--- src/rtl/sync_state_machine_if.sv ---
// Bundle of signals between the pattern comparator / control side and the
// preamble/sync tracker. The master drives the sample strobe and the
// qualifiers; the slave (the tracker) returns status, count and pulses.
interface sync_state_machine_if #(
  parameter int CNT_W = 8
);
  logic             en;
  logic             is_matching;
  logic             resync;
  logic             frame_err;
  logic             is_waiting;
  logic             is_waiting_ending;
  logic             is_running;
  logic [CNT_W-1:0] match_cnt;
  logic             sync_err;
  logic             lock_lost;

  modport master (
    output en, is_matching, resync, frame_err,
    input  is_waiting, is_waiting_ending, is_running, match_cnt, sync_err, lock_lost
  );

  modport slave (
    input  en, is_matching, resync, frame_err,
    output is_waiting, is_waiting_ending, is_running, match_cnt, sync_err, lock_lost
  );
endinterface

--- src/rtl/sync_state_machine.sv ---
// Preamble/sync tracker for the serializer front end.
// Counts consecutive qualified is_matching samples. Sync (RUNNING) is declared
// when a preamble of at least MIN_MATCH samples ends. A preamble longer than
// MAX_MATCH is flagged with a one-cycle sync_err. resync restarts the search.
// Optional feature macro: SYNC_SM_LOCK_LOSS_EN adds a frame-error monitor in
// RUNNING that drops lock after LOSS_THRESH consecutive frame errors.
module sync_state_machine #(
  parameter int MIN_MATCH   = 4,
  parameter int MAX_MATCH   = 64,
  parameter int CNT_W       = 8,
  parameter int LOSS_THRESH = 3
) (
  input  logic clk,
  input  logic rst,
  sync_state_machine_if.slave bus
);

  typedef enum logic [1:0] {
    WAITING        = 2'd0,
    MATCHING       = 2'd1,
    WAITING_ENDING = 2'd2,
    RUNNING        = 2'd3
  } state_t;

  localparam logic [CNT_W:0] MIN_LIM = (CNT_W + 1)'(MIN_MATCH);
  localparam logic [CNT_W:0] MAX_LIM = (CNT_W + 1)'(MAX_MATCH);

  state_t           state_q, state_d;
  logic [CNT_W-1:0] cnt_q, cnt_d;
  logic             sync_err_q, sync_err_d;

  // One extra bit so the MAX_MATCH comparison can never see a wrapped count.
  logic [CNT_W:0]   cnt_inc;
  assign cnt_inc = {1'b0, cnt_q} + {{CNT_W{1'b0}}, 1'b1};

`ifdef SYNC_SM_LOCK_LOSS_EN
  localparam int LOSS_W = (LOSS_THRESH < 2) ? 1 : $clog2(LOSS_THRESH + 1);
  localparam logic [LOSS_W:0] LOSS_LIM = (LOSS_W + 1)'(LOSS_THRESH);

  logic [LOSS_W-1:0] loss_q, loss_d;
  logic              lock_lost_q, lock_lost_d;
  logic [LOSS_W:0]   loss_inc;
  assign loss_inc = {1'b0, loss_q} + {{LOSS_W{1'b0}}, 1'b1};
`else
  // frame_err has no consumer when the lock-loss monitor is not built.
  logic unused_frame_err;
  assign unused_frame_err = bus.frame_err;
`endif

  // Next-state, next-count and pulse decode.
  always_comb begin
    // NOTE: every variable gets a default first, so no path can infer a latch
    // and the pulses fall back to 0 on any cycle that does not raise them.
    state_d    = state_q;
    cnt_d      = cnt_q;
    sync_err_d = 1'b0;
`ifdef SYNC_SM_LOCK_LOSS_EN
    loss_d      = loss_q;
    lock_lost_d = 1'b0;
`endif

    if (bus.resync) begin
      state_d = WAITING;
      cnt_d   = '0;
`ifdef SYNC_SM_LOCK_LOSS_EN
      loss_d  = '0;
`endif
    end else if (bus.en) begin
      case (state_q)
        WAITING: begin
          if (bus.is_matching) begin
            cnt_d   = CNT_W'(1);
            state_d = (MIN_MATCH == 1) ? WAITING_ENDING : MATCHING;
          end else begin
            cnt_d = '0;
          end
        end

        MATCHING: begin
          if (bus.is_matching) begin
            cnt_d = cnt_inc[CNT_W-1:0];
            if (cnt_inc >= MIN_LIM) state_d = WAITING_ENDING;
          end else begin
            // Short preamble: discard quietly and search again.
            state_d = WAITING;
            cnt_d   = '0;
          end
        end

        WAITING_ENDING: begin
          if (bus.is_matching) begin
            if (cnt_inc <= MAX_LIM) begin
              cnt_d = cnt_inc[CNT_W-1:0];
            end else begin
              state_d    = WAITING;
              cnt_d      = '0;
              sync_err_d = 1'b1;
            end
          end else begin
            // Preamble ended with a legal length; count keeps its length.
            state_d = RUNNING;
`ifdef SYNC_SM_LOCK_LOSS_EN
            loss_d  = '0;
`endif
          end
        end

        RUNNING: begin
`ifdef SYNC_SM_LOCK_LOSS_EN
          if (bus.frame_err) begin
            if (loss_inc >= LOSS_LIM) begin
              state_d     = WAITING;
              cnt_d       = '0;
              loss_d      = '0;
              lock_lost_d = 1'b1;
            end else begin
              loss_d = loss_inc[LOSS_W-1:0];
            end
          end else begin
            loss_d = '0;
          end
`endif
        end

        default: begin
          state_d = WAITING;
          cnt_d   = '0;
        end
      endcase
    end
  end

  // State, count and pulse registers.
  always_ff @(posedge clk or posedge rst) begin
    if (rst) begin
      state_q    <= WAITING;
      cnt_q      <= '0;
      sync_err_q <= 1'b0;
    end else begin
      // NOTE: sequential state uses non-blocking assignment so every register
      // samples the pre-edge values regardless of statement order.
      state_q    <= state_d;
      cnt_q      <= cnt_d;
      sync_err_q <= sync_err_d;
    end
  end

`ifdef SYNC_SM_LOCK_LOSS_EN
  // Frame-error monitor registers.
  always_ff @(posedge clk or posedge rst) begin
    if (rst) begin
      loss_q      <= '0;
      lock_lost_q <= 1'b0;
    end else begin
      loss_q      <= loss_d;
      lock_lost_q <= lock_lost_d;
    end
  end

  assign bus.lock_lost = lock_lost_q;
`else
  assign bus.lock_lost = 1'b0;
`endif

  assign bus.is_waiting        = (state_q == WAITING) || (state_q == MATCHING);
  assign bus.is_waiting_ending = (state_q == WAITING_ENDING);
  assign bus.is_running        = (state_q == RUNNING);
  assign bus.match_cnt         = cnt_q;
  assign bus.sync_err          = sync_err_q;

endmodule

--- src/flat_wrapper.sv ---
// flat-port wrapper written by rule: the top's interface ports become plain ports
module sync_state_machine_flat 
#(
  parameter int MIN_MATCH   = 4,
  parameter int MAX_MATCH   = 64,
  parameter int CNT_W       = 8,
  parameter int LOSS_THRESH = 3
)
  (clk, rst, bus_en, bus_is_matching, bus_resync, bus_frame_err, bus_is_waiting, bus_is_waiting_ending, bus_is_running, bus_match_cnt, bus_sync_err, bus_lock_lost);
  sync_state_machine_if #(.CNT_W(CNT_W)) bus_i ();
  input  logic clk;
  input  logic rst;
  input wire logic [$bits(bus_i.en)-1:0] bus_en;
  input wire logic [$bits(bus_i.is_matching)-1:0] bus_is_matching;
  input wire logic [$bits(bus_i.resync)-1:0] bus_resync;
  input wire logic [$bits(bus_i.frame_err)-1:0] bus_frame_err;
  output wire logic [$bits(bus_i.is_waiting)-1:0] bus_is_waiting;
  output wire logic [$bits(bus_i.is_waiting_ending)-1:0] bus_is_waiting_ending;
  output wire logic [$bits(bus_i.is_running)-1:0] bus_is_running;
  output wire logic [$bits(bus_i.match_cnt)-1:0] bus_match_cnt;
  output wire logic [$bits(bus_i.sync_err)-1:0] bus_sync_err;
  output wire logic [$bits(bus_i.lock_lost)-1:0] bus_lock_lost;
  assign bus_i.en = bus_en;
  assign bus_i.is_matching = bus_is_matching;
  assign bus_i.resync = bus_resync;
  assign bus_i.frame_err = bus_frame_err;
  assign bus_is_waiting = bus_i.is_waiting;
  assign bus_is_waiting_ending = bus_i.is_waiting_ending;
  assign bus_is_running = bus_i.is_running;
  assign bus_match_cnt = bus_i.match_cnt;
  assign bus_sync_err = bus_i.sync_err;
  assign bus_lock_lost = bus_i.lock_lost;
  sync_state_machine #(.MIN_MATCH(MIN_MATCH), .MAX_MATCH(MAX_MATCH), .CNT_W(CNT_W), .LOSS_THRESH(LOSS_THRESH)) u_core (.clk(clk), .rst(rst), .bus(bus_i));
endmodule
--- config.mk ---
export PLATFORM = sky130hd
export DESIGN_NAME = sync_state_machine_flat
export DESIGN_NICKNAME = d
export VERILOG_FILES = /design/src/rtl/sync_state_machine_if.sv /design/src/rtl/sync_state_machine.sv /design/src/flat_wrapper.sv
export SDC_FILE = /design/constraint.sdc
export NUM_CORES = 1
export LEC_CHECK = 0
export ABC_CLOCK_PERIOD_IN_PS = 5100
export CORE_UTILIZATION = 53
export DETAILED_ROUTE_END_ITERATION = 16
export PLACE_DENSITY = 0.83
export SKIP_LAST_GASP = 1
export SYNTH_ARGS = -nofsm -noshare
export SYNTH_HDL_FRONTEND = slang
export SYNTH_SLANG_ARGS = --single-unit
--- constraint.sdc ---
create_clock -name clk -period 5.1 [get_ports clk]
set_clock_uncertainty 0.05 [all_clocks]
set_input_delay 1.53 -clock clk [delete_from_list [all_inputs] [get_ports clk]]
set_output_delay 1.53 -clock clk [all_outputs]
set_load 0.02 [all_outputs]
==> flow_summary.json, run 1 <==
{
  "post_cts_buffers": 0,
  "place_inst": 133,
  "die_y_um": 43.1,
  "async_flop_share_pct": 100,
  "firstDrtPassIters": 4,
  "critPathSlowestCell": "clkdlybuf4s50_1",
  "dieArea_sq_um": 1860,
  "fin_setup_tns_ns": 0,
  "start_util_pct": 58.1,
  "synth_commonest_cells": "12 x nand2_1, 11 x dfrtp_1, 7 x inv_1, 6 x nand3_1, 6 x o21ai_0",
  "final_antenna_net_count": 0,
  "cp-end-kind": "output port",
  "crit_arrival_ns": 1.82,
  "drc": 0,
  "synth_edf_count": 0,
  "period_share_pct": 66.8,
  "cts.sinks": 11,
  "cts.clk_slew.worst_paths_ns": 0.07,
  "ys_top_cells_by_area": "dfrtp_1 31%, ha_1 7.0%, nand2_1 5.0%, nand3_1 3.4%, o21ai_0 3.4%",
  "stdcell_count": 137,
  "powerDensity_nw_per_um2": 193,
  "synth_seq_cells": 11,
  "yosysMostFrequentCell": "nand2_1",
  "use_met1_pct": 28.8,
  "grt_max_degree": 12,
  "syn_nets": 117,
  "clock_latency_ns": 0.27,
  "synthToLayoutAreaGrowth_pct": 19.3,
  "n_antenna_cell": 0,
  "cap_violations": 0,
  "grt.busiest_layer": "met2",
  "rsz0062_at_grt": "false",
  "numCtsBuffers": 3,
  "hp-class": "reg2reg",
  "cts_root_buf": "clkbuf_4",
  "yosysTopAreaCell": "dfrtp_1",
  "required_ns": 3.52,
  "grt_overflow": 0,
  "cts_hold_buf": 0,
  "use_met2_pct": 39.1,
  "critPathKind": "reg2out",
  "cpPeakStageDelay_ns": 0.54,
  "vias_per_cell": 6.26,
  "critPathMaxFanout": 5,
  "vias": 857,
  "io_buffers": 16,
  "hold_violations": 0,
  "clock_path_buffers": 2,
  "startpoint_type": "flip-flop",
  "p_leak_uw": 0.000483,
  "antenna_found_initial": 0,
  "ys_warn_count": 0,
  "status": "finished, final reports clean",
  "fin_nets": 133,
  "maxSlewViolCount": 0,
  "fill_cells": 131,
  "synth_top_area_share_pct": 30.7,
  "holdWs_ns": 0.521,
  "grt_pass1_vias": 796,
  "chipWidth_um": 43.1,
  "final-setup-viol-count": 0,
  "ctsResizeCount": 0,
  "syn_inst": 106,
  "use_met3_pct": 4.26,
  "seq_area_frac_synth_pct": 30.7,
  "fin_crit_ns": 3.40,
  "wl_mm": 1.97,
  "ctsHtreeMaxLevel": 1,
  "grt_usage_pct": 23.5,
  "synth_cell_types": 40,
  "cts_tree": "done",
  "coreArea_sq_um": 1540,
  "drtIter0Drc": 23,
  "grt_first_pass_wirelength_mm": 3.28,
  "post_drt_wl_per_cell_um": 14.4,
  "layout-drive-gt1-share_pct": 8.26,
  "syn_area_per_cell_sq_um": 8.45,
  "cp_cell_sequence": "inv_1 > ha_1 > or2_2 > clkdlybuf4s50_1",
  "ys.flop_type": "dfrtp_1",
  "num_rows": 14,
  "globalplace.congestion": 0.838,
  "ios": 19,
  "synth_area_sq_um": 896,
  "vdd_drop_max_mv": 0.148,
  "max_freq_mhz": 294,
  "dp.final_hpwl_mm": 1.47
}
==> logic make-up (layout without fill, tap and decap cells) <==
kind of cell	Yosys count	after routing	synth area share, %
flops	11	11	30.7
buf+inv	12	27	6.70
compound gates	27	27	23.2
fa+ha+maj	5	5	6.98
simple gates	48	48	29.6
other cells	1	1	0.419
mux	2	2	2.37
==> layer usage <==
layer,up-vias,wire (um)
met2,42,963
li1,414,-
met5,-,0
met3,6,101
met1,395,874
met4,0,27
==> layout by cell type, fill, tap and decap left out, drive strengths merged, types with 2 or more instances in the layout <==
| cell type | count |
|---|---|
| clkdlybuf4s50 | 16 |
| nand2 | 12 |
| dfrtp | 11 |
| inv | 7 |
| nand3 | 6 |
| o21ai | 6 |
| nor3 | 5 |
| ha | 5 |
| and3 | 4 |
| a21o | 4 |
| nor2 | 4 |
| clkbuf | 4 |
| nand2b | 3 |
| o21a | 3 |
| or2 | 2 |
| nor2b | 2 |
| a21oi | 2 |
| a211o | 2 |
| nand4 | 2 |
| nor3b | 2 |
| nor4 | 2 |
| o211ai | 2 |
==> final timing paths <==
check,slack [ns],startpoint,depth (start not counted),to
worst max-delay path,1.70,u_core.state_q[1]$_DFFE_PP0P_,4,bus_is_waiting
worst min-delay path,0.52,u_core.bus.match_cnt[7]$_DFFE_PP0P_,1,u_core.bus.match_cnt[7]$_DFFE_PP0P_
worst max register to register,2.64,u_core.bus.match_cnt[0]$_DFFE_PP0P_,7,u_core.bus.match_cnt[6]$_DFFE_PP0P_
worst min register to register,0.52,u_core.bus.match_cnt[7]$_DFFE_PP0P_,1,u_core.bus.match_cnt[7]$_DFFE_PP0P_
max in group asynchronous,3.18,rst,2,u_core.bus.match_cnt[7]$_DFFE_PP0P_
min in group asynchronous,1.51,rst,2,u_core.bus.match_cnt[5]$_DFFE_PP0P_
==> where the power goes <==
part           internal (uW)  switching [uW]  leakage (uW)  total, uW
registers               90.0            4.35      0.000152       94.3
clock network           30.3            30.9     0.0000150       61.2
logic                   22.4            28.5      0.000316       50.9
==> flip-flops by register name (all words and copies together), names as in the netlist <==
signal and cells:
u_core.bus.match_cnt 8, u_core.bus.sync_err 1, u_core.state_q 2
==> area by class of cell <==
class                      count  area [sq um]  share of cell area (%)
inverter                       7          26.3                    2.46
tap                           16          20.0                    1.87
multi-input combinational     83           561                    52.5
clock buffer                   4          26.3                    2.46
sequential                    11           275                    25.8
timing repair buffer          16           160                    15.0
==> worst max-delay path: cells and delay by family, from the launching register on <==
kind                     cells  cell delay (ns)
buffers and inverters        2             0.62
AND/OR/NAND/NOR              1             0.30
flip-flops                   1             0.41
adder cells (fa/ha/maj)      1             0.23
==> through the flow <==
step / area, sq um / setup slack, ns / power, uW / utilization, %
2_1_floorplan: 896 / 2.35 / 129 / -
3_3_place_gp: 1040 / 1.57 / 145 / 67.6
3_5_place_dp: 1040 / 1.49 / 147 / 67.6
4_1_cts: 1070 / 1.68 / 210 / 69.3
5_1_grt: 1070 / 1.61 / 220 / 69.3
6_report: 1070 / 1.70 / 206 / 69.3
Note: power is estimated with default switching activity, not from simulation.
==> run 2: changes to the inputs <==
--- a/config.mk
+++ b/config.mk
@@ -5,10 +5,11 @@
 export SDC_FILE = /design/constraint.sdc
 export NUM_CORES = 1
 export LEC_CHECK = 0
-export ABC_CLOCK_PERIOD_IN_PS = 5100
-export CORE_UTILIZATION = 53
+export ABC_CLOCK_PERIOD_IN_PS = 3400
+export CORE_ASPECT_RATIO = 0.75
+export CORE_UTILIZATION = 49
 export DETAILED_ROUTE_END_ITERATION = 16
-export PLACE_DENSITY = 0.83
+export PLACE_DENSITY = 0.77
 export SKIP_LAST_GASP = 1
 export SYNTH_ARGS = -nofsm -noshare
 export SYNTH_HDL_FRONTEND = slang
==> constraint.sdc (replaced) <==
create_clock -name clk -period 3.4 [get_ports clk]
set_clock_uncertainty 0.05 [all_clocks]
set_input_delay 1.02 -clock clk [delete_from_list [all_inputs] [get_ports clk]]
set_output_delay 1.02 -clock clk [all_outputs]
set_load 0.02 [all_outputs]
==> run 2 against run 1 <==
Design area grew 1.4%. Non-clock buffer count grew 1. Global-route usage grew 2.4 points. Count of clock-buffer cells in the layout shrank 1. Power grew 52%. Sequential power grew 51%. Largest power group unchanged. Highest routed layer unchanged.
==> flow_summary.json, run 2 (synthesis results as in run 1) <==
{
  "synthToLayoutAreaGrowth_pct": 20.9,
  "wl_mm": 2.16,
  "maxSlewViolCount": 0,
  "crit_arrival_ns": 1.84,
  "n_antenna_cell": 0,
  "startpoint_type": "flip-flop",
  "vias": 861,
  "layout_commonest_cell": "clkdlybuf4s50_1",
  "drtIter0Drc": 15,
  "dp.final_hpwl_mm": 1.66,
  "rsz0062_at_grt": "false",
  "grt_usage_pct": 25.9,
  "grt_first_pass_wirelength_mm": 3.55,
  "io_buffers": 16,
  "utilization_pct": 68.1,
  "critPathTopFamily": "buffers and inverters",
  "powerDensity_nw_per_um2": 289,
  "ios": 19,
  "regArea_sq_um": 275,
  "dieArea_sq_um": 2010,
  "cts.sinks": 11,
  "fill_cells": 157,
  "vdd_drop_max_mv": 0.249,
  "fin_setup_tns_ns": 0,
  "num_rows": 12,
  "chipWidth_um": 51.4,
  "cpPeakStageDelay_ns": 0.53,
  "firstDrtPassIters": 4,
  "numCtsBuffers": 3,
  "globalplace.congestion": 0.846,
  "cts.clk_slew.worst_paths_ns": 0.08,
  "antenna_found_initial": 0,
  "final-setup-viol-count": 0,
  "clock_latency_ns": 0.27,
  "fin_crit_ns": 2.91,
  "vias_per_cell": 6.02,
  "stdcell_count": 143,
  "grt_overflow": 0,
  "layout-drive-gt1-share_pct": 9.84,
  "cts_tree": "done",
  "cts_root_buf": "clkbuf_4",
  "post_cts_buffers": 0,
  "critPathSlowestCell": "clkdlybuf4s50_1",
  "post_drt_wl_per_cell_um": 15.1,
  "required_ns": 2.33,
  "start_util_pct": 56.3,
  "multiInputGateArea_sq_um": 561,
  "path_buf_inv": 2,
  "cts_hold_buf": 0,
  "p_leak_uw": 0.000490,
  "hp-class": "reg2reg",
  "clock_path_buffers": 2,
  "cp_cell_sequence": "inv_1 > ha_1 > or2_2 > clkdlybuf4s50_1",
  "status": "finished, final reports clean",
  "place_inst": 139,
  "max_freq_mhz": 343,
  "total_power_uw": 313,
  "critPathKind": "reg2out",
  "ctsHtreeMaxLevel": 1,
  "fin_nets": 134,
  "grt_pass1_vias": 737,
  "largest_reg_flops": 8,
  "period_share_pct": 85.7,
  "final_antenna_net_count": 0,
  "layout_common_cells": "16 x clkdlybuf4s50_1, 12 x nand2_1, 11 x dfrtp_1",
  "grt_max_degree": 12,
  "drc": 0,
  "coreArea_sq_um": 1590,
  "hold_violations": 0,
  "cap_violations": 0,
  "place_ws_ns": 0.471,
  "ctsResizeCount": 0,
  "cp-end-kind": "output port",
  "critPathMaxFanout": 5,
  "setup_slack_ns": 0.486,
  "die_y_um": 39.0
}
## run 2: changes by cell type in the layout (fill, tap and decap cells not counted)
| cell | previous run | this run |
|---|---|---|
| buf_4 | 0 | 1 |
| clkbuf_1 | 1 | 0 |
| clkinv_2 | 0 | 1 |
## run 2: worst paths after layout
check                      slack (ns)                                  end  depth (start not counted)                                start
min in group asynchronous        1.00  u_core.bus.match_cnt[5]$_DFFE_PP0P_                          2                                  rst
setup reg to reg                 1.06  u_core.bus.match_cnt[6]$_DFFE_PP0P_                          7  u_core.bus.match_cnt[0]$_DFFE_PP0P_
hold reg to reg                  0.52  u_core.bus.match_cnt[7]$_DFFE_PP0P_                          1  u_core.bus.match_cnt[7]$_DFFE_PP0P_
setup / recovery                 0.49                       bus_is_waiting                          4        u_core.state_q[1]$_DFFE_PP0P_
hold / removal                   0.52  u_core.bus.match_cnt[7]$_DFFE_PP0P_                          1  u_core.bus.match_cnt[7]$_DFFE_PP0P_
max in group asynchronous        1.99        u_core.state_q[1]$_DFFE_PP0P_                          2                                  rst
## run 2: per-stage QoR
| stage | hold slack (ns) | area [sq um] |
|---|---|---|
| after floorplan | 0.471 | 896 |
| after global placement | 0.515 | 1060 |
| after detailed placement | 0.517 | 1060 |
| after CTS | 0.528 | 1080 |
| after global routing | 0.557 | 1080 |
| final | 0.523 | 1080 |
## run 2: routing by layer
| layer | track usage, % | up-vias | share of wire, % |
|---|---|---|---|
| met5 | 0 | - | 0 |
| li1 | - | 420 | - |
| met3 | 7.84 | 2 | 9.1 |
| met4 | 6.08 | 0 | 0.46 |
| met1 | 35.4 | 395 | 46 |
| met2 | 39.9 | 44 | 45 |
## run 2: final cells by class
class	count	area share, %
clock buffers	3	2.08
clock inverters	1	0.462
inverters	7	2.42
multi-input cells	83	51.7
flip-flops and latches	11	25.4
well taps	21	2.42
repair buffers	17	15.5
## run 2: power breakdown
part           switching (uW)  internal, uW  leakage, uW
Clock                    49.0          43.6    0.0000177
Sequential               6.61           135     0.000152
Combinational            45.1          34.2     0.000320
Total                     101           213     0.000490
## run 2: worst reg2reg max path: cells and delay by family, from the launching register on
family,cells,cell delay [ns]
AOI/OAI and AO/OA,4,0.76
DFF,1,0.47
and+or+nand+nor,2,0.61
adders and majority gates,1,0.37
==> run 3: changes to the inputs <==
--- a/config.mk
+++ b/config.mk
@@ -10,6 +10,7 @@
 export CORE_UTILIZATION = 49
 export DETAILED_ROUTE_END_ITERATION = 16
 export PLACE_DENSITY = 0.77
+export RECOVER_POWER = 50
 export SKIP_LAST_GASP = 1
 export SYNTH_ARGS = -nofsm -noshare
 export SYNTH_HDL_FRONTEND = slang
==> run 3 against run 2 <==
Critical path depth unchanged. Die area unchanged. Non-clock buffer count stayed put. Maximum frequency about the same. Power is 0.19% lower. Via count stayed put. Design area stayed put. Sequential power about the same. Combinational power down 0.9%. Sequential share of layout area is the same. Critical path type unchanged. Largest power group unchanged.
==> flow_summary.json, run 3 (synthesis results as in run 1) <==
{
  "vias_per_cell": 6.02,
  "cts_hold_buf": 0,
  "regToRegSetupSlack_ns": 1.06,
  "multiInputGateArea_sq_um": 561,
  "regArea_sq_um": 275,
  "clock_latency_ns": 0.27,
  "period_share_pct": 85.7,
  "dp.final_hpwl_mm": 1.66,
  "post_cts_buffers": 0,
  "wl_met1_um": 996,
  "coreArea_sq_um": 1590,
  "largest_reg_flops": 8,
  "chipWidth_um": 51.4,
  "numCtsBuffers": 3,
  "rsz0062_at_grt": "false",
  "cp_cell_sequence": "inv_1 > ha_1 > or2_2 > clkdlybuf4s50_1",
  "cp-end-kind": "output port",
  "layout_common_cells": "12 x nand2_1, 11 x dfrtp_1, 10 x clkdlybuf4s50_1",
  "drtIter0Drc": 15,
  "num_rows": 12,
  "wl_mm": 2.17,
  "p_leak_uw": 0.000502,
  "vdd_drop_max_mv": 0.249,
  "required_ns": 2.33,
  "synthToLayoutAreaGrowth_pct": 20.9,
  "cap_violations": 0,
  "grt_max_degree": 12,
  "drc": 0,
  "antenna_found_initial": 0,
  "firstDrtPassIters": 4,
  "final-setup-viol-count": 0,
  "utilization_pct": 68.1,
  "status": "finished, final reports clean",
  "cts_root_buf": "clkbuf_4",
  "ctsHtreeMaxLevel": 1,
  "n_antenna_cell": 0,
  "die_y_um": 39.0,
  "dr.max_layer_used": "met4",
  "fill_cells": 157,
  "cpPeakStageDelay_ns": 0.53,
  "holdWs_ns": 0.522,
  "vias": 861,
  "powerDensity_nw_per_um2": 289,
  "ctsResizeCount": 0,
  "start_util_pct": 56.3,
  "cts.clk_slew.worst_paths_ns": 0.08,
  "fin_nets": 134,
  "max_freq_mhz": 343,
  "post_drt_wl_per_cell_um": 15.1,
  "hold_violations": 0,
  "final_antenna_net_count": 0,
  "critPathKind": "reg2out",
  "grt_pass1_vias": 737,
  "ios": 19,
  "fin_setup_tns_ns": 0,
  "layout-drive-gt1-share_pct": 9.84,
  "critPathMaxFanout": 5,
  "io_buffers": 16,
  "dieArea_sq_um": 2010,
  "grt_overflow": 0,
  "startpoint_type": "flip-flop",
  "grt_first_pass_wirelength_mm": 3.55,
  "hp-class": "reg2reg",
  "globalplace.congestion": 0.846,
  "route.met2.wl_um": 967,
  "cts_tree": "done",
  "crit_arrival_ns": 1.84,
  "critPathSlowestCell": "clkdlybuf4s50_1",
  "fin_crit_ns": 2.91,
  "maxSlewViolCount": 0,
  "layout_commonest_cell": "nand2_1",
  "cts.sinks": 11,
  "clock_path_buffers": 2,
  "grt_usage_pct": 25.9,
  "met3WireLength_um": 191
}
run 3: changes by cell type in the layout (fill, tap and decap cells not counted):
cell             previous run  this run
dlygate4sd3_1               0         6
clkdlybuf4s50_1            16        10
run 3: worst paths after layout:
kind,from,end,depth (start not counted)
min in group asynchronous,rst,u_core.bus.match_cnt[5]$_DFFE_PP0P_,2
min reg2reg,u_core.bus.match_cnt[7]$_DFFE_PP0P_,u_core.bus.match_cnt[7]$_DFFE_PP0P_,1
max reg2reg,u_core.bus.match_cnt[0]$_DFFE_PP0P_,u_core.bus.match_cnt[6]$_DFFE_PP0P_,7
max in group asynchronous,rst,u_core.state_q[1]$_DFFE_PP0P_,2
max,u_core.state_q[1]$_DFFE_PP0P_,bus_is_waiting,4
min,u_core.bus.match_cnt[7]$_DFFE_PP0P_,u_core.bus.match_cnt[7]$_DFFE_PP0P_,1
run 3: stage by stage:
step | worst slack, ns | cell area (sq um) | power, uW | std cells
2_1_floorplan | 1.16 | 896 | 194 | 106
3_3_place_gp | 0.521 | 1060 | 219 | 139
3_5_place_dp | 0.471 | 1060 | 222 | 139
4_1_cts | 0.474 | 1080 | 314 | 143
5_1_grt | 0.377 | 1080 | 331 | 143
6_report | 0.486 | 1080 | 313 | 143
run 3: final cells by class:
type / count / share of cell area, %
Multi-Input combinational cell: 83 / 51.7
Sequential cell: 11 / 25.4
Timing Repair Buffer: 17 / 15.5
Inverter: 7 / 2.42
Tap cell: 21 / 2.42
Clock buffer: 3 / 2.08
Clock inverter: 1 / 0.462
run 3: layer usage:
metal  up-vias  global-route usage [%]
met5         -                       0
met4         0                    6.08
met3         2                    7.84
met2        42                    39.9
met1       397                    35.4
li1        420                       -
run 3: critical path: cells and delay by family (launching register included):
family	cells	cell delay, ns
adder cells (fa/ha/maj)	1	0.23
flip-flops	1	0.42
AND/OR/NAND/NOR	1	0.30
buffers and inverters	2	0.61
run 3: power breakdown:
| part | internal [uW] | total (uW) | leakage [uW] | switching, uW |
|---|---|---|---|---|
| combinational | 33.5 | 78.6 | 0.000331 | 45.1 |
| sequential | 135 | 142 | 0.000152 | 6.61 |
| clock | 43.6 | 92.6 | 0.0000177 | 49.0 |
